===== src/rtl/db_pkg.sv =====
// Shared constants and types for the flow-database request arbiter slice.
package db_pkg;

    localparam int KEY_LEN  = 96;
    localparam int FLAG_LEN = 4;

    localparam logic REQ_NET = 1'b0;
    localparam logic REQ_CTL = 1'b1;

    localparam logic [FLAG_LEN-1:0] SUSPECTION = 4'd1;
    localparam logic [FLAG_LEN-1:0] ARREST     = 4'd2;
    localparam logic [FLAG_LEN-1:0] FILTERED   = 4'd3;
    localparam logic [FLAG_LEN-1:0] EXPIRED    = 4'd4;

    typedef enum logic [1:0] {
        ARB_IDLE,
        ARB_ISSUE,
        ARB_GAP
    } arb_state_e;

endpackage


===== src/rtl/db_tag_fifo.sv =====
// In-order FIFO of requester ids for operations issued to the database and not yet answered.
module db_tag_fifo
    import db_pkg::*;
#(
    parameter int DEPTH = 8
) (
    input  logic                   clk,
    input  logic                   rst,
    input  logic                   push_i,
    input  logic                   push_id_i,
    input  logic                   pop_i,
    output logic                   head_id_o,
    output logic                   empty_o,
    output logic                   full_o,
    output logic [$clog2(DEPTH):0] count_o
);
    localparam int AW = $clog2(DEPTH);

    logic          mem_q [DEPTH];
    logic [AW-1:0] wr_ptr_q, rd_ptr_q;
    logic [AW:0]   count_q;
    logic          do_push, do_pop;

    assign empty_o   = (count_q == '0);
    assign full_o    = (count_q == (AW+1)'(DEPTH));
    assign count_o   = count_q;
    assign head_id_o = mem_q[rd_ptr_q];
    assign do_push   = push_i && !full_o;
    assign do_pop    = pop_i && !empty_o;

    // Pointers are AW bits wide, so they wrap modulo DEPTH on their own.
    always_ff @(posedge clk) begin
        if (rst) begin
            wr_ptr_q <= '0;
            rd_ptr_q <= '0;
            count_q  <= '0;
        end else begin
            if (do_push) wr_ptr_q <= wr_ptr_q + 1'b1;
            if (do_pop)  rd_ptr_q <= rd_ptr_q + 1'b1;
            if (do_push && !do_pop)      count_q <= count_q + 1'b1;
            else if (do_pop && !do_push) count_q <= count_q - 1'b1;
        end
    end

    // NOTE: storage is deliberately left out of reset; only entries below count_q are ever observed.
    always_ff @(posedge clk) begin
        if (do_push) mem_q[wr_ptr_q] <= push_id_i;
    end

endmodule


===== src/rtl/db_req_arb.sv =====
// Round-robin arbiter for the flow-database port: paces issues for the hash pipeline
// and steers each in-order result back to the requester that issued it.
module db_req_arb
    import db_pkg::*;
#(
    parameter int KEY_SIZE  = KEY_LEN,
    parameter int FLAG_SIZE = FLAG_LEN,
    parameter int MAX_OUTST = 8,
    parameter int ISSUE_GAP = 2
) (
    input  logic                       clk,
    input  logic                       rst,
    input  logic                       req0_valid_i,
    output logic                       req0_ready_o,
    input  logic [KEY_SIZE-1:0]        req0_key_i,
    input  logic [FLAG_SIZE-1:0]       req0_flag_i,
    input  logic                       req1_valid_i,
    output logic                       req1_ready_o,
    input  logic [KEY_SIZE-1:0]        req1_key_i,
    input  logic [FLAG_SIZE-1:0]       req1_flag_i,
    output logic                       db_valid_o,
    output logic [KEY_SIZE-1:0]        db_key_o,
    output logic [FLAG_SIZE-1:0]       db_flag_o,
    input  logic                       db_out_valid_i,
    input  logic [FLAG_SIZE-1:0]       db_out_flag_i,
    output logic                       rsp0_valid_o,
    output logic                       rsp1_valid_o,
    output logic [FLAG_SIZE-1:0]       rsp_flag_o,
    output logic [$clog2(MAX_OUTST):0] outst_o,
    output logic                       err_orphan_o
);
    localparam int GAP_W = (ISSUE_GAP > 1) ? $clog2(ISSUE_GAP + 1) : 1;

    arb_state_e           state_q, state_d;
    logic [GAP_W-1:0]     gap_cnt_q, gap_cnt_d;
    logic                 prio_q, prio_d;
    logic                 gnt_id_q, gnt_id_d;
    logic [KEY_SIZE-1:0]  db_key_q, db_key_d;
    logic [FLAG_SIZE-1:0] db_flag_q, db_flag_d;
    logic [FLAG_SIZE-1:0] rsp_flag_q, rsp_flag_d;
    logic                 rsp0_q, rsp0_d, rsp1_q, rsp1_d, orphan_q, orphan_d;

    logic grant, win_id, push, pop, head_id, fifo_empty, fifo_full;

    // prio_q names the requester that wins a tie; a lone requester always wins.
    assign win_id = (req0_valid_i && req1_valid_i) ? prio_q : req1_valid_i;
    assign grant  = !rst && (state_q == ARB_IDLE) && !fifo_full && (req0_valid_i || req1_valid_i);

    assign req0_ready_o = grant && (win_id == REQ_NET);
    assign req1_ready_o = grant && (win_id == REQ_CTL);
    assign push         = (state_q == ARB_ISSUE);
    assign pop          = db_out_valid_i && !fifo_empty;

    assign db_valid_o   = (state_q == ARB_ISSUE) && !rst;
    assign db_key_o     = db_key_q;
    assign db_flag_o    = db_flag_q;
    assign rsp0_valid_o = rsp0_q;
    assign rsp1_valid_o = rsp1_q;
    assign rsp_flag_o   = rsp_flag_q;
    assign err_orphan_o = orphan_q;

    // NOTE: every output of a combinational block gets a default first, so no path can infer a latch.
    always_comb begin
        state_d   = state_q;
        gap_cnt_d = gap_cnt_q;
        unique case (state_q)
            ARB_IDLE: begin
                if (grant) state_d = ARB_ISSUE;
            end
            ARB_ISSUE: begin
                if (ISSUE_GAP > 0) begin
                    state_d   = ARB_GAP;
                    gap_cnt_d = GAP_W'(ISSUE_GAP);
                end else begin
                    state_d = ARB_IDLE;
                end
            end
            ARB_GAP: begin
                gap_cnt_d = gap_cnt_q - 1'b1;
                if (gap_cnt_d <= GAP_W'(1)) state_d = ARB_IDLE;
            end
            default: state_d = ARB_IDLE;
        endcase
    end

    always_comb begin
        prio_d     = prio_q;
        gnt_id_d   = gnt_id_q;
        db_key_d   = db_key_q;
        db_flag_d  = db_flag_q;
        rsp_flag_d = rsp_flag_q;
        if (grant) begin
            prio_d    = ~win_id;
            gnt_id_d  = win_id;
            db_key_d  = (win_id == REQ_CTL) ? req1_key_i  : req0_key_i;
            db_flag_d = (win_id == REQ_CTL) ? req1_flag_i : req0_flag_i;
        end
        if (pop) rsp_flag_d = db_out_flag_i;
        rsp0_d   = pop && (head_id == REQ_NET);
        rsp1_d   = pop && (head_id == REQ_CTL);
        orphan_d = db_out_valid_i && fifo_empty;
    end

    // NOTE: state is updated with non-blocking assignments so every register samples pre-edge values.
    always_ff @(posedge clk) begin
        if (rst) begin
            state_q    <= ARB_IDLE;
            gap_cnt_q  <= '0;
            prio_q     <= REQ_NET;
            gnt_id_q   <= REQ_NET;
            db_key_q   <= '0;
            db_flag_q  <= '0;
            rsp_flag_q <= '0;
            rsp0_q     <= 1'b0;
            rsp1_q     <= 1'b0;
            orphan_q   <= 1'b0;
        end else begin
            state_q    <= state_d;
            gap_cnt_q  <= gap_cnt_d;
            prio_q     <= prio_d;
            gnt_id_q   <= gnt_id_d;
            db_key_q   <= db_key_d;
            db_flag_q  <= db_flag_d;
            rsp_flag_q <= rsp_flag_d;
            rsp0_q     <= rsp0_d;
            rsp1_q     <= rsp1_d;
            orphan_q   <= orphan_d;
        end
    end

    db_tag_fifo #(
        .DEPTH(MAX_OUTST)
    ) u_tag_fifo (
        .clk      (clk),
        .rst      (rst),
        .push_i   (push),
        .push_id_i(gnt_id_q),
        .pop_i    (pop),
        .head_id_o(head_id),
        .empty_o  (fifo_empty),
        .full_o   (fifo_full),
        .count_o  (outst_o)
    );

endmodule

===== config.mk =====
export PLATFORM = sky130hd
export DESIGN_NAME = db_req_arb
export DESIGN_NICKNAME = d
export VERILOG_FILES = /design/src/rtl/db_pkg.sv /design/src/rtl/db_tag_fifo.sv /design/src/rtl/db_req_arb.sv
export SDC_FILE = /design/constraint.sdc
export NUM_CORES = 1
export LEC_CHECK = 0
export CELL_PAD_IN_SITES_DETAIL_PLACEMENT = 1
export CELL_PAD_IN_SITES_GLOBAL_PLACEMENT = 1
export CORE_MARGIN = 2
export CORE_UTILIZATION = 28
export DETAILED_ROUTE_END_ITERATION = 10
export PLACE_DENSITY = 0.88
export RECOVER_POWER = 50
export SYNTH_ARGS = -nofsm -noshare
export SYNTH_HDL_FRONTEND = slang
export SYNTH_HIERARCHICAL = 1
export SYNTH_SLANG_ARGS = --single-unit

===== constraint.sdc =====
create_clock -name clk -period 3.5 [get_ports clk]
set_input_delay 0.525 -clock clk [delete_from_list [all_inputs] [get_ports clk]]
set_output_delay 0.525 -clock clk [all_outputs]
set_load 0.05 [all_outputs]

==> results.py, run 1 <==
metrics = {
    "die": {
        "io_pins": 323,
        "core_area_mm2": 0.0196,
        "die_area_mm2": 0.0213,
        "die_h_um": 146,
        "chipWidth_um": 146,
        "start_util_pct": 28.8,
        "row_count": 51,
    },
    "drt": {
        "wl_met1_mm": 9.06,
        "first_pass_iters": 5,
        "wirelength_mm": 22.8,
        "drt_iter0_markers": 203,
        "route.met3.wl_mm": 1.47,
        "wl_met2_mm": 11.8,
        "drc": 0,
        "wl_per_cell_um": 20.3,
        "via_count": 5831,
        "drt-vias-per-instance": 5.20,
        "routed.top_layer": "met4",
        "final_antenna_net_count": 0,
    },
    "synthesis": {
        "synthArstFlopShare_pct": 0,
        "yosys_register_bits": 134,
        "yosys.area.top_type": "dfxtp_1",
        "synth_compound_area_share_pct": 20.8,
        "ys_types": 47,
        "yosys_warnings": 6,
        "ys_seq_area_share_pct": 49.0,
        "synth_xor_area_share_pct": 1.22,
        "synth_edf_count": 8,
        "synthCells": 548,
        "yosys.area_share.simple_pct": 18.4,
        "synthAdderAreaFrac_pct": 2.35,
        "netlist_area_mm2": 0.00564,
        "syn_nets": 767,
        "synth_ff_type": "dfxtp_1",
        "synthMuxAreaShare_pct": 2.62,
        "synth_top_family_by_area": "compound AO/OA/AOI/OAI gates",
        "syn_area_per_cell_um2": 10.3,
        "yosysTopAreaCellShare_pct": 44.8,
        "yosys-top-cells-area": "dfxtp_1 (45%), a221o_1 (13%), and3_1 (8.5%)",
    },
    "power_and_ir_drop": {
        "p_per_area_mw_per_mm2": 862,
        "pwr-share-comb_pct": 48.5,
        "power_mw": 8.37,
        "p_clk_share_pct": 24.2,
        "p_leak_nw": 4.05,
        "power_frac_seq_pct": 27.3,
        "intPower_mw": 4.74,
        "vdd_drop_max_uv": 384,
        "power.switching_mw": 3.62,
        "swShare_pct": 43.3,
    },
    "flow_run": {
        "maxCapViolCount": 1,
    },
    "clock_network": {
        "cts_made_buffers": 17,
        "clkTransAtPathRegs_ns": 0.06,
        "cts.sinks": 134,
        "cts_hold_buf": 0,
        "clock_latency_ns": 0.42,
        "clock-root-buffer": "clkbuf_16",
        "cts_tree": "done",
        "htreeDepth": 4,
        "cts-resized-gates": 0,
        "cts_buffer_depth": 2,
        "post-cts-setup-buffer-count": 0,
    },
    "global_routing": {
        "grt_start_max_net_pins": 126,
        "grt_use_total_pct": 21.2,
        "grt_pass1_vias": 6349,
        "grt_overflow": 0,
        "antenna_found_initial": 2,
        "grt_pass1_wl_mm": 35.8,
    },
    "worst_setup_path": {
        "critical_path.max_fanout": 7,
        "worstPathArrival_ns": 3.52,
        "end_kind": "flop",
        "crit_type": "flop to flop",
        "worstPathRequired_ns": 3.79,
        "start_kind": "flop",
    },
    "final_layout": {
        "final_common_cell": "clkdlybuf4s50_1",
        "final_core_util_pct": 49.5,
        "final_cell_mix": "clkdlybuf4s50_1 (244), dfxtp_1 (126), and3_1 (77)",
        "stdcell_count": 1122,
        "area_delta_synth_final_pct": 72.1,
        "n_fill_cell": 2152,
        "fin_nets": 1062,
        "drive_gt1_share_pct": 6.08,
    },
    "place": {
        "globalplace.congestion": 0.807,
        "dp_cells": 1089,
        "io_buffers": 322,
        "place_hpwl_mm": 16.3,
    },
    "timing": {
        "skew_ns": 0.0114,
        "maxSlewViolCount": 29,
        "finalCritPeriodShare_pct": 92.1,
        "fmax_mhz": 310,
        "slew_headroom_pct": -3.60,
        "tightest_slew_ns": 1.55,
        "rsz0062_at_grt": "no",
        "setup_viol": 0,
        "finalSetupTns_ns": 0,
        "hold_violations": 0,
        "layout_min_cycle_time_ns": 3.22,
    },
    "run_status": {
        "outcome": "finished, violations left",
        "violations": "capacitance limit, slew limit",
    },
    "hold_path": {
        "hp-class": "flop to flop",
    },
}
==> cell usage after synthesis, types with 5 or more instances <==
cell and number:
dfxtp_1 126, and3_1 77, a221o_1 76, clkbuf_1 32, nand3_1 26, a31oi_1 25, nand4_1 24, o21ai_0 24
nor2_1 21, buf_2 20, ha_1 9, edfxtp_1 8, mux2i_1 8, a21oi_1 7, inv_1 7, nand2b_1 6
nor3_1 6, buf_6 5
==> flip-flops by register name, summed over array words and instances (netlist names), 2 cells and up, named ones only <==
name / count
db_key_o: 96
u_tag_fifo/mem_q: 8
db_flag_o: 4
rsp_flag_o: 4
u_tag_fifo/count_o: 4
u_tag_fifo/rd_ptr_q: 3
u_tag_fifo/wr_ptr_q: 3
gap_cnt_q: 2
state_q: 2
==> worst max-delay path, stage by stage, from the launching register on <==
cell and delay, ns:
dfxtp_1 0.40, nor4_1 0.55, nand2b_1 0.35, inv_1 0.13, o41ai_4 0.09, ha_1 0.24, inv_1 0.10, ha_1 0.34
a21oi_1 0.25, a211oi_1 0.11, a31oi_1 0.21, mux2_1 0.34
==> routing by layer <==
metal	global-route usage [%]	vias to the layer above
met2	37.3	212
met4	7.06	0
met1	24.4	2869
li1	-	2718
met5	0	-
met3	6.58	32
==> power groups by stage <==
stage / clock network [mW] / registers (mW) / logic [mW]
floorplan: 0 / 3.58 / 1.42
finish: 2.03 / 2.28 / 4.06
global placement: 0 / 2.30 / 4.06
CTS: 2.07 / 2.30 / 4.19
global route: 2.13 / 2.34 / 4.28
detailed placement: 0 / 2.31 / 4.16
==> worst paths after layout <==
kind	startpoint	endpoint	slack, ns	cells past startpoint
setup reg to reg	u_tag_fifo/count_o[1]	u_tag_fifo/count_o[3]	0.28	11
hold / removal	db_key_o[95]	db_key_o[95]	0.48	1
hold reg to reg	db_key_o[95]	db_key_o[95]	0.48	1
setup / recovery	u_tag_fifo/count_o[1]	u_tag_fifo/count_o[3]	0.28	11
==> final cells by class <==
cell class | count | area, um^2 | share of cell area, %
clock inverter | 11 | 195 | 2.01
clock buffer | 20 | 468 | 4.82
tap | 265 | 332 | 3.42
timing repair buffer | 334 | 3340 | 34.5
inverter | 8 | 32.5 | 0.335
multi-input combinational | 348 | 2560 | 26.4
antenna | 2 | 5.00 | 0.0516
sequential | 134 | 2760 | 28.5
==> per-stage QoR <==
step	cell area [um^2]	hold WS [ns]	setup slack (ns)
floorplan	5640	0.465	0.413
global placement	9060	0.468	0.506
detailed placement	9060	0.469	0.299
CTS	9730	0.490	0.299
global route	9700	0.496	0.00685
finish	9700	0.476	0.278
==> logic make-up after synthesis <==
logic type | count (synthesis)
flip-flops | 134
XOR/XNOR | 7
buffers and inverters | 66
multiplexers | 12
adder cells (fa/ha/maj) | 10
AO/OA/AOI/OAI | 142
AND/OR/NAND/NOR | 177
Note: power is estimated with default switching activity, not from simulation.
==> run 2: changes to the inputs <==
--- a/config.mk
+++ b/config.mk
@@ -8,11 +8,10 @@
 export CELL_PAD_IN_SITES_DETAIL_PLACEMENT = 1
 export CELL_PAD_IN_SITES_GLOBAL_PLACEMENT = 1
 export CORE_MARGIN = 2
-export CORE_UTILIZATION = 28
+export CORE_UTILIZATION = 30
 export DETAILED_ROUTE_END_ITERATION = 10
-export PLACE_DENSITY = 0.88
+export PLACE_DENSITY = 0.87
 export RECOVER_POWER = 50
 export SYNTH_ARGS = -nofsm -noshare
 export SYNTH_HDL_FRONTEND = slang
-export SYNTH_HIERARCHICAL = 1
 export SYNTH_SLANG_ARGS = --single-unit
==> run 2 against run 1 <==
The flow still finishes with violations (capacitance limit, slew limit). Sequential power shrank 6%. Critical path type is now flop to primary output. Register-to-register slack gained 0.21 ns. Highest routed layer is now met5. Largest cell class is now multi-input combinational cells. Non-clock buffer count decreased by 6. Synthesized cell count increased by 6.9%. Power down 7.6%. Count of clock-buffer cells in the layout is 1 lower. Worst setup slack better by 0.13 ns. Clock power decreased by 7%.
==> results.py, run 2 <==
metrics = {
    "worst_setup_path": {
        "crit_type": "flop to primary output",
        "critPathBufInv": 1,
        "crit_chain": "or4b_1 -> o2111ai_1 -> nor2_1 -> clkdlybuf4s50_1",
        "start_kind": "flop",
        "cp_top_family": "simple AND/OR/NAND/NOR gates",
        "end_kind": "primary output",
        "critical_path.max_fanout": 7,
        "worstPathRequired_ns": 2.97,
        "worstPathArrival_ns": 2.57,
        "slowest_delay_ns": 0.72,
        "critPathSlowestCell": "clkdlybuf4s50_1",
    },
    "die": {
        "chipWidth_um": 150,
        "die_area_mm2": 0.0226,
        "core_area_mm2": 0.0210,
        "io_pins": 323,
        "die_h_um": 150,
        "start_util_pct": 30.5,
        "row_count": 53,
    },
    "timing": {
        "slew_headroom_pct": -27.4,
        "whs_ns": 0.472,
        "hold_violations": 0,
        "skew_ns": 0.00891,
        "setup_viol": 0,
        "rsz0062_at_grt": "no",
        "finalSetupTns_ns": 0,
        "layout_min_cycle_time_ns": 3.09,
        "finalCritPeriodShare_pct": 88.3,
        "maxSlewViolCount": 62,
        "fmax_mhz": 324,
        "setup_slack_ns": 0.409,
        "tightest_slew_ns": 1.91,
    },
    "synthesis": {
        "synth_top_family_by_area": "compound AO/OA/AOI/OAI gates",
        "yosys-top-cells-area": "dfxtp_1 (39%), a211oi_2 (20%), mux2i_1 (17%)",
        "synthTopCellsByCount": "dfxtp_1 (126), nor2_1 (124), mux2i_1 (109)",
        "synthCells": 586,
        "synth_edf_count": 8,
        "synthArstFlopShare_pct": 0,
        "synth_xor_area_share_pct": 0.956,
        "synth_ff_type": "dfxtp_1",
        "syn_area_per_cell_um2": 10.9,
        "syn_nets": 805,
        "ys_seq_area_share_pct": 43.1,
        "synth_most_common_cell": "dfxtp_1",
        "netlist_area_mm2": 0.00641,
        "synthAdderAreaFrac_pct": 2.07,
        "yosysTopAreaCellShare_pct": 39.3,
        "synth_compound_area_share_pct": 21.1,
        "yosys.area.top_type": "dfxtp_1",
        "ys_types": 37,
        "synthMuxAreaShare_pct": 18.1,
        "yosys_warnings": 0,
        "yosys_register_bits": 134,
        "yosys.area_share.simple_pct": 9.56,
    },
    "final_layout": {
        "n_fill_cell": 2292,
        "final_core_util_pct": 49.4,
        "fin_nets": 1102,
        "final_cell_mix": "clkdlybuf4s50_1 (223), dfxtp_1 (126), nor2_1 (124)",
        "drive_gt1_share_pct": 16.1,
        "area_delta_synth_final_pct": 62.0,
        "final_common_cell": "clkdlybuf4s50_1",
        "largest_register_ffs": 96,
    },
    "clock_network": {
        "clkTransAtPathRegs_ns": 0.06,
        "cts_tree": "done",
        "cts-resized-gates": 0,
        "cts_made_buffers": 17,
        "clock_latency_ns": 0.41,
        "cts.sinks": 134,
        "cts_buffer_depth": 2,
        "cts_hold_buf": 0,
        "post-cts-setup-buffer-count": 0,
        "htreeDepth": 4,
        "clock-root-buffer": "clkbuf_16",
    },
    "place": {
        "place_hpwl_mm": 15.6,
        "place_ws_ns": 0.550,
        "globalplace.congestion": 0.770,
        "io_buffers": 322,
    },
    "global_routing": {
        "grt_overflow": 0,
        "grt_use_total_pct": 17.9,
        "grt_pass1_vias": 5704,
        "grt_start_max_net_pins": 107,
        "grt_pass1_wl_mm": 31.1,
        "antenna_found_initial": 2,
    },
    "flow_run": {
        "maxCapViolCount": 1,
    },
    "power_and_ir_drop": {
        "power_mw": 7.73,
        "p_leak_nw": 4.34,
        "p_per_area_mw_per_mm2": 744,
        "vdd_drop_max_uv": 471,
    },
    "drt": {
        "drt_iter0_markers": 107,
        "wl_per_cell_um": 17.9,
        "via_count": 5532,
        "drc": 0,
        "drt-vias-per-instance": 4.72,
        "first_pass_iters": 4,
        "wirelength_mm": 20.9,
        "final_antenna_net_count": 0,
    },
    "run_status": {
        "outcome": "finished, violations left",
        "violations": "capacitance limit, slew limit",
    },
    "hold_path": {
        "hp-class": "input port to flop",
    },
}
-- run 2: logic make-up (layout without fill, tap and decap cells) --
logic type	after synthesis	count (layout)
xor gates and xnor gates	7	7
AOI/OAI and AO/OA	114	114
DFF	134	134
and+or+nand+nor	151	151
muxes	113	113
adders and majority gates	10	10
buffers and inverters	57	366
other	0	1
-- run 2: report_power, final --
| part | internal, mW | leakage, nW | switching (mW) |
|---|---|---|---|
| Sequential | 1.92 | 1.11 | 0.223 |
| Combinational | 1.34 | 2.92 | 2.36 |
| Clock | 1.21 | 0.304 | 0.680 |
-- run 2: final cells by class --
type	instances	area (um^2)	area share (%)
Multi-Input combinational cell	395	3330	32.1
Timing Repair Buffer	328	3300	31.8
Sequential cell	134	2760	26.6
Clock buffer	19	443	4.26
Tap cell	275	344	3.31
Clock inverter	12	176	1.70
Inverter	7	26.3	0.253
Antenna cell	1	2.50	0.0241
-- run 2: worst paths after layout --
| kind | end | slack (ns) | cells after the start | startpoint |
|---|---|---|---|---|
| setup / recovery | req1_ready_o | 0.41 | 4 | u_tag_fifo.count_o[0] |
| hold / removal | gnt_id_q | 0.47 | 3 | rst |
| setup reg to reg | u_tag_fifo.count_o[3] | 0.49 | 10 | u_tag_fifo.count_o[0] |
| hold reg to reg | state_q[0] | 0.49 | 2 | state_q[0] |
-- run 2: worst min-delay path, delay by kind of cell --
kind                   cells  cell delay, ns
AO/OA/AOI/OAI              1            0.13
buffers and inverters      2            0.18
-- run 2: per-stage QoR --
stage,std cells,area (um^2)
floorplan,586,6410
finish,1171,10400
CTS,1170,10400
global placement,1139,9780
detailed placement,1139,9780
global route,1171,10400
-- run 2: per-layer routing --
layer  track usage (%)  routed length (um)  vias to the layer above
met2              32.5               10800                      187
met5                 0                  12                        -
met4              7.31                 584                        2
met1              19.1                8010                     2602
li1                  -                   -                     2706
met3              5.88                1550                       35
==> run 3: changes to the inputs <==
--- a/config.mk
+++ b/config.mk
@@ -8,9 +8,9 @@
 export CELL_PAD_IN_SITES_DETAIL_PLACEMENT = 1
 export CELL_PAD_IN_SITES_GLOBAL_PLACEMENT = 1
 export CORE_MARGIN = 2
-export CORE_UTILIZATION = 30
+export CORE_UTILIZATION = 27
 export DETAILED_ROUTE_END_ITERATION = 10
-export PLACE_DENSITY = 0.87
+export PLACE_DENSITY = 0.83
 export RECOVER_POWER = 50
 export SYNTH_ARGS = -nofsm -noshare
 export SYNTH_HDL_FRONTEND = slang
==> constraint.sdc (replaced) <==
create_clock -name clk -period 2.65 [get_ports clk]
set_input_delay 0.3975 -clock clk [delete_from_list [all_inputs] [get_ports clk]]
set_output_delay 0.3975 -clock clk [all_outputs]
set_load 0.05 [all_outputs]
==> run 3 against run 2 <==
The run now ends clean. Global-route usage down 1.9 points. Power rose by 34%. Hold slack lost 0.10 ns. Count of clock-buffer cells in the layout unchanged. Die area is 11% higher. Critical path depth grew 1. Sequential cell count is the same.
==> results.py, run 3 (synthesis results as in run 2) <==
metrics = {
    "run_status": {
        "outcome": "finished clean",
    },
    "final_layout": {
        "area_delta_synth_final_pct": 64.7,
        "ff_latch_area_mm2": 0.00278,
        "final_common_cell": "clkdlybuf4s50_1",
        "n_fill_cell": 2600,
        "drive_gt1_share_pct": 17.3,
        "fin_nets": 1111,
        "largest_register_ffs": 96,
        "n_antenna_cell": 0,
        "final_cell_mix": "clkdlybuf4s50_1 (246), nor2_1 (124), dfxtp_1 (122)",
        "multiInputGateArea_mm2": 0.00332,
    },
    "worst_setup_path": {
        "r2r_cells": 10,
        "worstPathArrival_ns": 2.08,
        "end_kind": "primary output",
        "timing.reg2reg.setup_slack_ns": 0.19,
        "critical_path.max_fanout": 7,
        "crit_type": "flop to primary output",
        "start_kind": "flop",
        "worst_r2r_endpoint": "u_tag_fifo.count_o[3]",
        "worstPathRequired_ns": 2.25,
        "timing.rr.start": "u_tag_fifo.count_o[0]",
    },
    "clock_network": {
        "clock_latency_ns": 0.41,
        "cts_made_buffers": 17,
        "clock-root-buffer": "clkbuf_16",
        "post-cts-setup-buffer-count": 0,
        "clkTransAtPathRegs_ns": 0.06,
        "cts_tree": "done",
        "cts_hold_buf": 0,
        "htreeDepth": 4,
        "cts.sinks": 134,
        "cts_buffer_depth": 2,
        "cts-resized-gates": 0,
    },
    "die": {
        "core_area_mm2": 0.0234,
        "start_util_pct": 27.4,
        "io_pins": 323,
        "chipWidth_um": 158,
        "die_area_mm2": 0.0250,
        "row_count": 56,
        "die_h_um": 158,
    },
    "timing": {
        "hold_violations": 0,
        "rsz0062_at_grt": "no",
        "skew_ns": 0.0102,
        "finalSetupTns_ns": 0,
        "tightest_slew_ns": 1.01,
        "layout_min_cycle_time_ns": 2.48,
        "maxSlewViolCount": 0,
        "setup_viol": 0,
        "finalCritPeriodShare_pct": 93.5,
        "slew_headroom_pct": 32.8,
        "fmax_mhz": 403,
        "whs_ns": 0.371,
    },
    "global_routing": {
        "antenna_found_initial": 0,
        "grt_start_max_net_pins": 95,
        "grt_use_total_pct": 16.0,
        "grt_pass1_vias": 5738,
        "grt_pass1_wl_mm": 30.9,
        "grt_overflow": 0,
    },
    "drt": {
        "drt-vias-per-instance": 4.59,
        "drt_iter0_markers": 184,
        "wl_per_cell_um": 17.0,
        "wirelength_mm": 20.8,
        "first_pass_iters": 4,
        "via_count": 5608,
        "final_antenna_net_count": 0,
        "drc": 0,
    },
    "place": {
        "io_buffers": 322,
        "place_hpwl_mm": 15.8,
        "globalplace.congestion": 0.765,
    },
    "power_and_ir_drop": {
        "intPower_mw": 6.05,
        "vdd_drop_max_uv": 540,
        "swShare_pct": 41.7,
        "p_leak_nw": 4.34,
        "pwr-share-comb_pct": 48.1,
        "p_clk_share_pct": 24.6,
        "p_per_area_mw_per_mm2": 982,
        "power.switching_mw": 4.32,
        "power_frac_seq_pct": 27.3,
    },
    "hold_path": {
        "min_to": "gnt_id_q",
        "whs_path_depth": 3,
        "hp-class": "input port to flop",
        "min_from": "rst",
    },
    "flow_run": {
        "maxCapViolCount": 0,
    },
}
-- run 3: power by group through the flow --
stage | clock network, mW | registers [mW] | logic [mW]
3_5_place_dp | 0 | 2.90 | 5.14
4_1_cts | 2.62 | 2.86 | 5.17
2_1_floorplan | 0 | 4.28 | 2.12
6_report | 2.55 | 2.83 | 4.98
5_1_grt | 2.72 | 2.90 | 5.32
3_3_place_gp | 0 | 2.86 | 5.02
-- run 3: per-layer routing --
metal | routed length, um | track usage [%] | vias to the layer above
met3 | 1590 | 4.98 | 26
met4 | 420 | 5.62 | 0
met5 | 0 | 0 | -
li1 | - | - | 2712
met2 | 10700 | 29.3 | 186
met1 | 8130 | 17.4 | 2684
-- run 3: worst max-delay path by stage --
stage	start	to	slack, ns
after floorplan	u_tag_fifo.count_o[0]	u_tag_fifo.count_o[3]	0.001
after global placement	u_tag_fifo.count_o[0]	u_tag_fifo.count_o[3]	0.09
after detailed placement	u_tag_fifo.count_o[0]	u_tag_fifo.count_o[3]	0.05
after CTS	u_tag_fifo.count_o[0]	u_tag_fifo.count_o[3]	0.02
after global routing	u_tag_fifo.count_o[0]	u_tag_fifo.count_o[3]	0.04
final	u_tag_fifo.count_o[0]	req1_ready_o	0.17
-- run 3: stage by stage --
| stage | worst slack (ns) | utilization [%] | power [mW] | std cells | cell area [um^2] |
|---|---|---|---|---|---|
| after CTS | 0.0232 | 45.3 | 10.6 | 1223 | 10600 |
| after global placement | 0.0934 | 42.6 | 7.88 | 1192 | 9970 |
| after global routing | 0.0413 | 45.1 | 10.9 | 1223 | 10600 |
| final | 0.172 | 45.1 | 10.4 | 1223 | 10600 |
| after floorplan | 0.000951 | - | 6.40 | 586 | 6430 |
| after detailed placement | 0.0467 | 42.6 | 8.04 | 1192 | 9970 |
-- run 3: worst max-delay path: stages (launching register included) --
cell	delay [ns]
dfxtp_4	0.37
or4b_1	0.56
clkbuf_1	0.19
o2111ai_1	0.17
nor2_1	0.16
buf_4	0.22
-- run 3: area by class of cell --
class / instances / share of cell area (%)
timing repair buffer: 337 / 32.2
multi-input combinational: 395 / 31.4
sequential: 134 / 26.3
clock buffer: 19 / 4.39
tap: 319 / 3.78
clock inverter: 12 / 1.63
inverter: 7 / 0.249
